$ cat src/rtl/btb_pkg.sv
`default_nettype none
// ============================================================================
// Module      : btb_pkg
// Description : Shared types and constants for the branch target buffer:
//               2-bit predictor state encoding, allocation/reset states.
// Revision    : 1.0 - initial release
// ============================================================================
package btb_pkg;

    // Bit 1 clear means "predict taken".
    typedef enum logic [1:0] {
        ST_STRONG_T  = 2'b00,
        ST_WEAK_T    = 2'b01,
        ST_STRONG_NT = 2'b10,
        ST_WEAK_NT   = 2'b11
    } btb_state_t;

    // A freshly allocated entry starts weakly taken.
    localparam btb_state_t ST_ALLOC = ST_WEAK_T;
    // Reset leaves every entry strongly not-taken.
    localparam btb_state_t ST_RESET = ST_STRONG_NT;

    // True when the state predicts a taken branch.
    function automatic logic state_predicts_taken(input btb_state_t st);
        return ~st[1];
    endfunction

endpackage
`default_nettype wire

$ cat src/rtl/dynamic_branch_predictor.sv
`default_nettype none
// ============================================================================
// Module      : dynamic_branch_predictor
// Description : Next-state function of the 2-bit branch predictor. A
//               mispredict walks ST -> WT -> SNT -> WNT -> ST; a correct
//               prediction strengthens toward the nearest strong state.
// Revision    : 1.0 - initial release
// ============================================================================
module dynamic_branch_predictor
    import btb_pkg::*;
(
    input  btb_state_t state,
    input  logic       mispredicted,
    output btb_state_t next_state
);

    // Transition table selected by the outcome of the resolved branch.
    always_comb begin
        next_state = state;
        if (mispredicted) begin
            unique case (state)
                ST_STRONG_T:  next_state = ST_WEAK_T;
                ST_WEAK_T:    next_state = ST_STRONG_NT;
                ST_STRONG_NT: next_state = ST_WEAK_NT;
                ST_WEAK_NT:   next_state = ST_STRONG_T;
                default:      next_state = state;
            endcase
        end else begin
            unique case (state)
                ST_STRONG_T:  next_state = ST_STRONG_T;
                ST_WEAK_T:    next_state = ST_STRONG_T;
                ST_STRONG_NT: next_state = ST_STRONG_NT;
                ST_WEAK_NT:   next_state = ST_STRONG_NT;
                default:      next_state = state;
            endcase
        end
    end

endmodule
`default_nettype wire

$ cat src/rtl/btb_predict_table.sv
`default_nettype none
// ============================================================================
// Module      : btb_predict_table
// Description : Direct-mapped branch target buffer. Combinational lookup for
//               the fetch stage, single resolved-branch update per cycle from
//               execute, global flush. Optional macro BTB_BYPASS_EN forwards a
//               same-cycle update to a lookup of the same index.
// Revision    : 1.0 - initial release
// ============================================================================
module btb_predict_table
    import btb_pkg::*;
#(
    parameter int ENTRIES = 16,
    parameter int ADDR_W  = 32
) (
    input  logic              clk,
    input  logic              rst_n,
    input  logic [ADDR_W-1:0] lkp_pc,
    output logic              pred_hit,
    output logic              pred_taken,
    output logic [ADDR_W-1:0] pred_target,
    input  logic              upd_valid,
    input  logic [ADDR_W-1:0] upd_pc,
    input  logic              upd_taken,
    input  logic [ADDR_W-1:0] upd_target,
    input  logic              upd_mispredicted,
    input  logic              flush
);

    localparam int IDX_W = $clog2(ENTRIES);
    localparam int TAG_W = ADDR_W - IDX_W - 2;

    typedef struct packed {
        logic              valid;
        logic [TAG_W-1:0]  tag;
        logic [ADDR_W-1:0] target;
        btb_state_t        state;
    } btb_entry_t;

    // Table storage: valid/state are reset, tag/target are not.
    logic [ENTRIES-1:0] r_valid;
    btb_state_t         r_state  [ENTRIES];
    logic [TAG_W-1:0]   r_tag    [ENTRIES];
    logic [ADDR_W-1:0]  r_target [ENTRIES];

    logic [IDX_W-1:0]   w_upd_idx;
    logic [TAG_W-1:0]   w_upd_tag;
    logic [IDX_W-1:0]   w_lkp_idx;
    logic [TAG_W-1:0]   w_lkp_tag;
    btb_entry_t         w_upd_cur;
    btb_entry_t         w_upd_new;
    btb_entry_t         w_lkp_entry;
    btb_state_t         w_next_state;
    logic               w_upd_hit;
    logic               w_wr_hit;
    logic               w_wr_alloc;
    logic               w_we;
    logic               w_lkp_hit;
    logic               w_unused_bits;

    assign w_upd_idx = upd_pc[IDX_W+1:2];
    assign w_upd_tag = upd_pc[ADDR_W-1:IDX_W+2];
    assign w_lkp_idx = lkp_pc[IDX_W+1:2];
    assign w_lkp_tag = lkp_pc[ADDR_W-1:IDX_W+2];

    // Byte-offset bits never participate in indexing or tagging.
    assign w_unused_bits = ^{lkp_pc[1:0], upd_pc[1:0]};

    // Gather the stored entry addressed by the update port.
    always_comb begin
        w_upd_cur        = '0;
        w_upd_cur.valid  = r_valid[w_upd_idx];
        w_upd_cur.tag    = r_tag[w_upd_idx];
        w_upd_cur.target = r_target[w_upd_idx];
        w_upd_cur.state  = r_state[w_upd_idx];
    end

    assign w_upd_hit = w_upd_cur.valid && (w_upd_cur.tag == w_upd_tag);

    dynamic_branch_predictor u_predictor (
        .state        (w_upd_cur.state),
        .mispredicted (upd_mispredicted),
        .next_state   (w_next_state)
    );

    // Flush wins over a coincident update; not-taken misses never allocate.
    assign w_wr_hit   = upd_valid && !flush && w_upd_hit;
    assign w_wr_alloc = upd_valid && !flush && !w_upd_hit && upd_taken;
    assign w_we       = w_wr_hit || w_wr_alloc;

    // Post-update image of the entry being written.
    always_comb begin
        w_upd_new        = w_upd_cur;
        w_upd_new.valid  = 1'b1;
        w_upd_new.tag    = w_upd_tag;
        if (upd_taken) begin
            w_upd_new.target = upd_target;
        end
        w_upd_new.state  = w_wr_alloc ? ST_ALLOC : w_next_state;
    end

    // Valid and predictor state: asynchronous reset, flush clears valid.
    always_ff @(posedge clk or negedge rst_n) begin
        if (!rst_n) begin
            r_valid <= '0;
            for (int i = 0; i < ENTRIES; i++) begin
                r_state[i] <= ST_RESET;
            end
        end else if (flush) begin
            r_valid <= '0;
        end else if (w_we) begin
            r_valid[w_upd_idx] <= 1'b1;
            r_state[w_upd_idx] <= w_upd_new.state;
        end
    end

    // Tag and target payload carry no reset; valid gates their use.
    always_ff @(posedge clk) begin
        if (w_we) begin
            r_tag[w_upd_idx]    <= w_upd_new.tag;
            r_target[w_upd_idx] <= w_upd_new.target;
        end
    end

    // Select the entry seen by the fetch lookup.
    always_comb begin
        w_lkp_entry        = '0;
        w_lkp_entry.valid  = r_valid[w_lkp_idx];
        w_lkp_entry.tag    = r_tag[w_lkp_idx];
        w_lkp_entry.target = r_target[w_lkp_idx];
        w_lkp_entry.state  = r_state[w_lkp_idx];
`ifdef BTB_BYPASS_EN
        if (upd_valid && (w_upd_idx == w_lkp_idx)) begin
            if (flush) begin
                w_lkp_entry.valid = 1'b0;
            end else if (w_we) begin
                w_lkp_entry = w_upd_new;
            end
        end
`endif
    end

    // Outputs are forced to zero while reset is held.
    assign w_lkp_hit   = rst_n && w_lkp_entry.valid && (w_lkp_entry.tag == w_lkp_tag);
    assign pred_hit    = w_lkp_hit;
    assign pred_taken  = w_lkp_hit && state_predicts_taken(w_lkp_entry.state);
    assign pred_target = w_lkp_hit ? w_lkp_entry.target : '0;

endmodule
`default_nettype wire

$ cat config.mk
export PLATFORM = sky130hd
export DESIGN_NAME = btb_predict_table
export DESIGN_NICKNAME = d
export VERILOG_FILES = /design/src/rtl/btb_pkg.sv /design/src/rtl/dynamic_branch_predictor.sv /design/src/rtl/btb_predict_table.sv
export SDC_FILE = /design/constraint.sdc
export NUM_CORES = 1
export LEC_CHECK = 0
export BUFFER_PORTS_ARGS = -buffer_cell sky130_fd_sc_hd__buf_4
export CORE_MARGIN = 2
export CORE_UTILIZATION = 55
export DETAILED_ROUTE_END_ITERATION = 10
export PLACE_DENSITY = 0.75
export RECOVER_POWER = 25
export SLEW_MARGIN = 40
export SYNTH_ARGS = -nofsm -noshare
export SYNTH_HDL_FRONTEND = slang
export SYNTH_HIERARCHICAL = 1
export SYNTH_SLANG_ARGS = --single-unit
$ cat constraint.sdc
create_clock -name clk -period 6.4 [get_ports clk]
set_clock_uncertainty 0.2 [all_clocks]
set_input_delay 0.64 -clock clk [delete_from_list [all_inputs] [get_ports clk]]
set_output_delay 0.64 -clock clk [all_outputs]
set_load 0.02 [all_outputs]
# Word-level counts from Yosys, hierarchy flattened
# Memories as Yosys holds them, arrays and structs flattened.
# Cells that the tools add are included.
totals:
  reg_bits: 48
  latchBits: 0
  mem_bits_rw: 928
  rom_bits: 0
  inputBits: 102
  output_inout_bits: 34
  word_cells: 80
  n_memories: 2
mem_list:
  columns: ["memory", "depth", "word_bits", "read_ports", "rd_ports_with_merged_regs", "write_ports", "line_no", "rtl"]
  rows:
  - ["r_target", 16, 32, 1, 0, 1, "btb_predict_table.sv:44", "logic [ADDR_W-1:0] r_target [ENTRIES];"]
  - ["r_tag", 16, 26, 2, 0, 1, "btb_predict_table.sv:43", "logic [TAG_W-1:0] r_tag [ENTRIES];"]
op_classes:
  addsub: 0
  multipliers: 0
  div: 0
  n_lt_le_gt_ge: 6
  eq_ne: 6
  shift: 0
  muxes: 25
  n_bitwise: 5
  reduce_logical: 19
ops:
  columns: ["op", "count"]
  rows:
  - ["32-bit two-way mux", 2]
  - ["26-bit == test", 2]
  - ["32-bit bitwise mux", 1]
  - ["16-bit two-way mux", 2]
  - ["2-bit binary-select mux with 4-bit select", 2]
  - ["16-bit bitwise OR", 1]
  - ["2-bit two-way mux", 7]
  - ["5-bit greater-or-equal comparator (second input constant)", 2]
  - ["1-bit logical AND", 10]
  - ["4-bit by 5-bit less-than comparator with 1-bit output (second input constant)", 2]
  - ["4-bit inverter with 5-bit output", 2]
  - ["1-bit binary-select mux with 4-bit select", 2]
  - ["2-bit demux with 4-bit select", 1]
  - ["2-bit case mux with 4 select lines", 1]
  - ["5-bit by 1-bit less-than comparator with 1-bit output (second input constant)", 1]
  - ["1-bit two-way mux", 5]
  - ["1-bit demux with 4-bit select", 1]
  - ["2-bit == test (second input constant)", 2]
  - ["4-bit by 1-bit greater-or-equal comparator with 1-bit output (second input constant)", 1]
  - ["2-bit case mux with 2 select lines", 1]
  - ["2-bit AND reduction", 2]
  - ["2-bit OR reduction", 2]
  - ["2-bit by 1-bit == test with 1-bit output (second input constant)", 1]
  - ["1-bit logical NOT", 2]
  - ["5 further kinds", 6]

# Depth between registers and ports, before layout
# Gate-level depths: netlist of run 1.
depth:
  word_depth: 10
  ltp_mapped: 15
  depth_no_buf: 9

# By module
# The synthesis of run 1 kept the hierarchy.
modules_own_cells:
  columns: ["mod", "instances", "cells_each", "area_per_inst_um2", "seq_area_each_um2"]
  rows:
  - ["btb_predict_table", 1, 1954, 42110.4, 29087.9]
  - ["dynamic_branch_predictor", 1, 9, 65.1, 0.0]

# Worst setup path before layout of run 1
# No wires, ideal clock.
synth_timing:
  path_kind: "input port to flip-flop"
  start: "input port upd_pc[3]"
  end: "register r_state[21] (netlist name)"
  setup_time_ns: 0.084
  arrival_time_ns: 4.725
  required_time_ns: 6.116
  slack_ns: 1.391
  stages: 13
  n_path_buf: 5
  path_cell_list: "buf_2 buf_2 buf_4 buf_2 clkbuf_1 mux4_2 o22ai_1 nor2_1 xnor2_1 o2111a_1 o2111ai_1 o21bai_1 mux2_2"
synth_between:
  elab_chain_cells: 10
  elab_cells_between_ends: 31
  classes_between: "order compare: 2; eq/ne: 4; mux: 12; bitwise: 1; reduce/logical: 11; memory: 1"
synth_lines:
  columns: ["item", "line_no", "rtl"]
  rows:
  - ["start: declaration", "btb_predict_table.sv:23", "input logic [ADDR_W-1:0] upd_pc,"]
  - ["4-bit inverter with 5-bit output (implied by the code)", "btb_predict_table.sv:75, btb_predict_table.sv:113", null]
  - ["2-bit binary-select mux with 4-bit select", "btb_predict_table.sv:75", "w_upd_cur.state = r_state[w_upd_idx];"]
  - ["2-bit two-way mux (implied by the code) (2 in a row)", "btb_predict_table.sv:75", null]
  - ["2-bit == test (tied with other cells)", "dynamic_branch_predictor.sv:21, dynamic_branch_predictor.sv:29", null]
  - ["2-bit OR reduction (no source line)", null, null]
  - ["2-bit case mux with 2 select lines", "dynamic_branch_predictor.sv:29", "unique case (state)"]
  - ["2-bit two-way mux", "dynamic_branch_predictor.sv:20", "if (mispredicted) begin"]
  - ["2-bit two-way mux", "btb_predict_table.sv:99", "w_upd_new.state = w_wr_alloc ? ST_ALLOC : w_next_state;"]
  - ["32-bit bitwise mux", "btb_predict_table.sv:113", "r_state[w_upd_idx] <= w_upd_new.state;"]
  - ["end signal: indexed assignment", "btb_predict_table.sv:113", null]
  - ["end: declaration", "btb_predict_table.sv:42", "btb_state_t r_state [ENTRIES];"]
# Parallel ways exist; a longest one is shown, timed or not. The select of a mux whose other input is x is not followed.
# A chain may end at the register's enable or synchronous reset.

# Worst setup path in the final report of run 1
layout_timing:
  start: "input port lkp_pc[2]"
  end: "output port pred_taken"
layout_between:
  elab_chain_cells: 6
  elab_cells_between_ends: 12
  classes_between: "eq/ne: 1; mux: 5; bitwise: 2; reduce/logical: 3; memory: 1"
layout_lines:
  columns: ["item", "line_no", "rtl"]
  rows:
  - ["start: declaration", "btb_predict_table.sv:18", "input logic [ADDR_W-1:0] lkp_pc,"]
  - ["parallel branches: the longest is 5 deep, another holds memory read 16 x 26 bit", null, null]
  - ["1-bit logical AND *", "btb_predict_table.sv:146", "assign pred_taken = w_lkp_hit && state_predicts_taken(w_lkp_entry.state);"]
  - ["end: declaration", "btb_predict_table.sv:20", "output logic pred_taken,"]
# Every way passes the cells marked *. The select of a mux whose other input is x is not followed.

==> results of run 1 <==
-- final cells by class --
cell class              instances  area, µm²
flip-flops and latches        976      29090
clock buffers                 122       2585
diodes                          4      10.01
well taps                    1030       1289
clock inverters                66      814.5
inverters                       8      30.03
multi-input cells             854      12710
repair buffers                221       1658
fillers                      4985      27770
-- stage by stage --
stage / hold slack (ns) / area (µm²)
after floorplan: 0.1444 / 42180
after global placement: 0.2759 / 44880
after detailed placement: 0.2950 / 44900
after CTS: 0.01905 / 48310
after global routing: 0.09579 / 48180
final: 0.08945 / 48180
-- critical path, delay by kind of cell --
kind | cells | cell delay [ns]
buffers and inverters | 5 | 1.71
xor gates and xnor gates | 1 | 0.16
and+or+nand+nor | 4 | 0.65
muxes | 2 | 1.05
-- power breakdown --
group | internal, mW | switching (mW) | total (mW)
Sequential | 7.06 | 0.0270 | 7.08
Combinational | 0.411 | 0.501 | 0.912
Clock | 3.54 | 2.45 | 5.99
-- cell families (layout without fill, tap and decap cells) --
family	after synthesis	in the layout	share of synthesized area, %
other	0	4	0
xor gates and xnor gates	52	52	1.080
adders and majority gates	3	3	0.08901
DFF	976	976	68.97
muxes	506	506	23.80
and+or+nand+nor	168	168	2.044
AOI/OAI and AO/OA	125	125	2.483
buffers and inverters	133	417	1.537
-- cells in the mapped netlist, types with 8 or more instances --
cell type / number
o22ai_1: 10
dfstp_2: 16
o21bai_2: 10
buf_6: 9
xor2_1: 19
a21oi_1: 8
buf_2: 24
nand2_1: 29
o21a_1: 14
xnor2_1: 33
nor2_1: 47
mux4_2: 390
buf_1: 29
mux2_2: 34
dfrtp_1: 32
o2111ai_1: 15
nand3_1: 9
mux2_4: 10
a22oi_1: 21
edfxtp_1: 928
and3_1: 39
clkbuf_1: 58
mux2i_1: 72
-- timing repair --
item,4_1_cts,5_1_grt
gates resized for setup,0,0
hold endpoints to repair,32,0
hold buffers,1,0
buffers inserted,0,0
-- sequential cells by signal, indices dropped and copies added, names as in the netlist --
signal	count
r_state	32
r_tag	416
r_target	512
r_valid	16
-- routing by layer --
metal  track usage, %  up-vias
met4            9.681       12
met2            44.25     1238
met1            37.15    11720
met3            6.609      238
met5                0        -
li1                 -     8851
-- worst max-delay path by stage --
stage                     depth (start not counted)  startpoint           end  slack (ns)
after floorplan                                  13   upd_pc[3]   r_state[21]        1.39
after global placement                           11   upd_pc[2]  r_tag[2][14]        1.17
after detailed placement                         11   upd_pc[2]  r_tag[2][14]        1.17
after CTS                                        12   lkp_pc[2]    pred_taken        1.18
after global routing                             12   lkp_pc[2]    pred_taken        0.92
final                                            12   lkp_pc[2]    pred_taken        1.26
==> run metrics, run 1 <==
Net Count, Synth=2068; Starting DRT DRC Count=2875; die area=0.07891 mm²; clock tree buffer depth=3; clock sinks=976; TritonCTS clock tree=built; Inserted Clock Buffers=100; run status=complete, no violations; cells on worst reg2reg path=9; unrepaired setup endpoints after global routing=no; flops & latches, synth=976; WHS Path Cells=1; DR top layer=met5; post-synthesis sequential area ratio=68.97%; vias in the first global route=23.02k; Die Wd=280.9 µm; total power=13.99 mW; Worst R2R Setup Slack=2.03 ns; CP peak stage delay=0.56 ns; DRC=0; Least-Margin Pin Slew=0.8694 ns; Detailed Routing Iterations Pass 1=5; total global-route track usage=27.49%; Die Height=280.9 µm; core box area=0.07595 mm²; initial core utilization=55.53%; CP dominant cell by count=buf_4; HP Start=upd_target[5]; Synth Instances=1963; fin util=63.44%; CP Capture Type=output pin; post-synth top area share=66.07%; antenna violations before repair=8; Rows=101; largest fanout on the critical path=49; most frequent cells in the layout=edfxtp_1, mux4_2, buf_4; Routed Antenna Nets=0; Hold WC Path Type=primary input to flip-flop; Met1 Routed Length=39.38 mm; Max IR drop VDD=275.5 µV; RR Endpoint=r_state[6]; post-route minimum period=5.140 ns; leading cell type in the layout, fill and taps excluded=edfxtp_1; gpl congestion=0.8536; CP Class=primary input to output pin; critical path launch point type=primary input; Synth cell types=66; share of cells above drive strength 1=36.45%; clock slew at reported path FFs=0.06 ns; cell chosen for the clock root=clkbuf_16; hold endpoint=r_target[6][5]; Vias=22.06k; per-cell routed wire length=32.35 µm; YS warnings=6; Post-synth EDFFs=928; Arrival @ worst endpoint=4.30 ns; I/O Buffers=131; dpl cells=3088; fin nets=2266; ys async rst share=4.918%; Final Setup Violations=0; fin crit share=80.31%; depth of the CTS H-tree=3; Mean Syn Cell Area=21.49 µm²; Worst EP required=5.56 ns; worst reg2reg startpoint=r_tag[9][14]; Max Fclk=0.1946 GHz; Cell Area, Synth=0.04218 mm²; area delta synth->final=14.24%; slowest stage cell on the critical path=mux4_2; top cells by area, synth=edfxtp_1, mux4_2, dfrtp_1; WL met3=10.71 mm; Via density=6.724; final std cells w/o fill=3281; final setup TNS=0 ns; Setup WS post-layout=1.260 ns; Pwr Density=290.3 mW/mm²; # IOs=136; cell taking the most area after synthesis=edfxtp_1; Met2 Wirelength=52.27 mm; largest net degree at the start of global routing=58; Slew Limit Headroom=42.04%; Total Wirelength=106.1 mm; Worst-Skew Late Latency=0.69 ns; Max Slew Vio Count=0; main flop type after synthesis=edfxtp_1; Final Hold Vio Count=0; placed wire-length estimate=60.77 mm; CP cell instances=buf_8 > buf_4 > buf_4 > mux4_2 > mux4_2 > xnor2_1 > nand4_1 > nor4_2 > buf_4 > nand2_1 > nor2_1 > buf_4; P_leak=15.68 nW; total gr overflow=0; max-cap viol count=0; dpl ws=1.166 ns; first-pass GRT wire length=155.0 mm
Note: power is estimated with default switching activity, not from simulation.
==> run 2, diff against run 1 <==
==> constraint.sdc (replaced) <==
create_clock -name clk -period 5.2 [get_ports clk]
set_clock_uncertainty 0.2 [all_clocks]
set_input_delay 0.52 -clock clk [delete_from_list [all_inputs] [get_ports clk]]
set_output_delay 0.52 -clock clk [all_outputs]
set_load 0.02 [all_outputs]
==> run metrics, run 2 (same netlist as run 1, synthesis figures left out) <==
CP cell instances=mux4_2 > mux4_2 > xor2_1 > nor2_1 > nand4_1 > nor4_2 > buf_12 > nand2_1 > nor2_1 > buf_4 (was buf_8 > buf_4 > buf_4 > mux4_2 > mux4_2 > xnor2_1 > nand4_1 > nor4_2 > buf_4 > nand2_1 > nor2_1 > buf_4); largest fanout on the critical path=33 (was 49); Worst path top cell family by delay=simple AND/OR/NAND/NOR gates (was buffers and inverters); Final Hold Vio Count=0 (unchanged); cells on worst reg2reg path=9 (unchanged); critical path launch point type=flip-flop (was primary input); gpl congestion=0.8871 (was 0.8536); Slew Limit Headroom=32.58% (was 42.04%); area delta synth->final=16.05% (was 14.24%); RR Endpoint=r_state[6] (unchanged); core box area=0.07595 mm² (unchanged); Worst EP required=4.48 ns (was 5.56 ns); CP peak stage delay=0.51 ns (was 0.56 ns); unrepaired setup endpoints after global routing=no (unchanged); Filler cells=4882 (was 4985); final setup TNS=0 ns (unchanged); die area=0.07891 mm² (unchanged); final std cells w/o fill=3344 (was 3281); per-cell routed wire length=32.04 µm (was 32.35 µm); CTS Hold Bufs=55 (was 1); clock tree buffer depth=3 (unchanged); WHS Path Cells=4 (was 1); fin util=64.44% (was 63.44%); crit path launch=r_tag[12][21] (was lkp_pc[2]); Detailed Routing Iterations Pass 1=6 (was 5); HP Start=upd_taken (was upd_target[5]); Seq. cell area=0.02909 mm² (unchanged); Total Wirelength=107.2 mm (was 106.1 mm); Worst-Skew Late Latency=0.67 ns (was 0.69 ns); largest net degree at the start of global routing=65 (was 58); Placed Area=0.04523 mm² (was 0.04490 mm²); total gr overflow=0 (unchanged); TritonCTS clock tree=built (unchanged); share of cells above drive strength 1=36.69% (was 36.45%); DRC=0 (unchanged); depth of the CTS H-tree=3 (unchanged); initial core utilization=55.53% (unchanged); Rows=101 (unchanged); antenna violations before repair=4 (was 8); leading cell type in the layout, fill and taps excluded=edfxtp_1 (unchanged); fin nets=2333 (was 2266); clock slew at reported path FFs=0.06 ns (about the same); dpl cells=3102 (was 3088); Starting DRT DRC Count=2786 (was 2875); Largest register FFs=512 (unchanged); # IOs=136 (unchanged); Routed Antenna Nets=0 (unchanged); P_leak=16.01 nW (was 15.68 nW); Pwr Density=348.6 mW/mm² (was 290.3 mW/mm²); Arrival @ worst endpoint=3.99 ns (was 4.30 ns); Die Height=280.9 µm (unchanged); Final Setup Violations=0 (unchanged); Post CTS Setup Buffer Count=0 (unchanged); Inserted Clock Buffers=99 (was 100); placed wire-length estimate=61.09 mm (was 60.77 mm); cell chosen for the clock root=clkbuf_16 (unchanged); first-pass GRT wire length=156.4 mm (was 155.0 mm); Biggest register=r_target (unchanged); final instance area=0.04894 mm² (was 0.04818 mm²); hold endpoint=r_valid[13] (was r_target[6][5]); Hold WC Path Type=primary input to flip-flop (unchanged); most frequent cells in the layout=edfxtp_1, mux4_2, buf_4 (unchanged); Max Fclk=0.2124 GHz; multi-input logic area=0.01270 mm² (was 0.01271 mm²); Max Slew Vio Count=0 (unchanged); I/O Buffers=131 (unchanged); largest registers=r_target x512, r_tag x416, r_state x32 (unchanged); cts repair resizes=0 (unchanged); Max IR drop VDD=279.1 µV (was 275.5 µV); total power=17.06 mW (was 13.99 mW); Die Wd=280.9 µm (unchanged); post-route minimum period=4.709 ns; Via density=6.732 (was 6.724); clock sinks=976 (unchanged); fin crit share=90.55%; Least-Margin Pin Slew=1.011 ns (was 0.8694 ns); slowest stage cell on the critical path=mux4_2 (unchanged); Vias=22.51k (was 22.06k); worst reg2reg startpoint=r_tag[9][6] (was r_tag[9][14]); CP Class=flip-flop to output pin (was primary input to output pin); CP Buf/Inv Count=2 (was 5); total global-route track usage=27.63% (was 27.49%); run status=complete, no violations (unchanged); CP Capture Type=output pin (unchanged); max-cap viol count=0 (unchanged); Worst R2R Setup Slack=0.98 ns (was 2.03 ns); vias in the first global route=23.41k (was 23.02k)
run 2: how the worst max path moves through the flow:
| stage | to | slack (ns) | cells after the start |
|---|---|---|---|
| 2_1_floorplan | r_state[21] | 0.31 | 13 |
| 3_3_place_gp | r_state[6] | 0.35 | 10 |
| 3_5_place_dp | r_state[4] | 0.29 | 10 |
| 4_1_cts | pred_taken | 0.48 | 10 |
| 5_1_grt | pred_taken | 0.29 | 12 |
| 6_report | pred_taken | 0.49 | 10 |
run 2: per-stage QoR:
stage	hold WS, ns	worst slack [ns]
floorplan	0.02441	0.3109
global placement	0.2747	0.3450
detailed placement	0.2931	0.2928
CTS	0.00008854	0.4800
global route	0.1903	0.2941
finish	0.1768	0.4915
run 2: layer usage:
| layer | GRT usage, % | routed length [µm] | up-vias |
|---|---|---|---|
| met5 | 0 | 27 | - |
| met4 | 9.612 | 3621 | 4 |
| li1 | - | - | 8978 |
| met1 | 37.40 | 40050 | 12020 |
| met2 | 45.13 | 53560 | 1270 |
| met3 | 5.761 | 9895 | 239 |
run 2: area by class of cell:
| type | count | area share (%) |
|---|---|---|
| multi-input cells | 854 | 25.95 |
| diodes | 3 | 0.01534 |
| clock inverters | 59 | 1.350 |
| clock buffers | 125 | 5.363 |
| inverters | 8 | 0.06135 |
| well taps | 1030 | 2.633 |
| repair buffers | 289 | 5.195 |
| flip-flops and latches | 976 | 59.43 |
run 2: where the power goes:
group	internal (mW)	switching, mW	leakage (nW)
Clock	4.18	2.99	1.61
Sequential	8.69	0.0344	8.95
Combinational	0.544	0.628	5.46
run 2: worst register-to-register path: cells and delay by family, from the launching register on:
family | cells | cell delay [ns]
multiplexers | 3 | 1.11
AND/OR/NAND/NOR | 2 | 1.03
flip-flops | 1 | 0.38
XOR/XNOR | 1 | 0.30
buffers and inverters | 1 | 0.32
AO/OA/AOI/OAI | 2 | 0.80
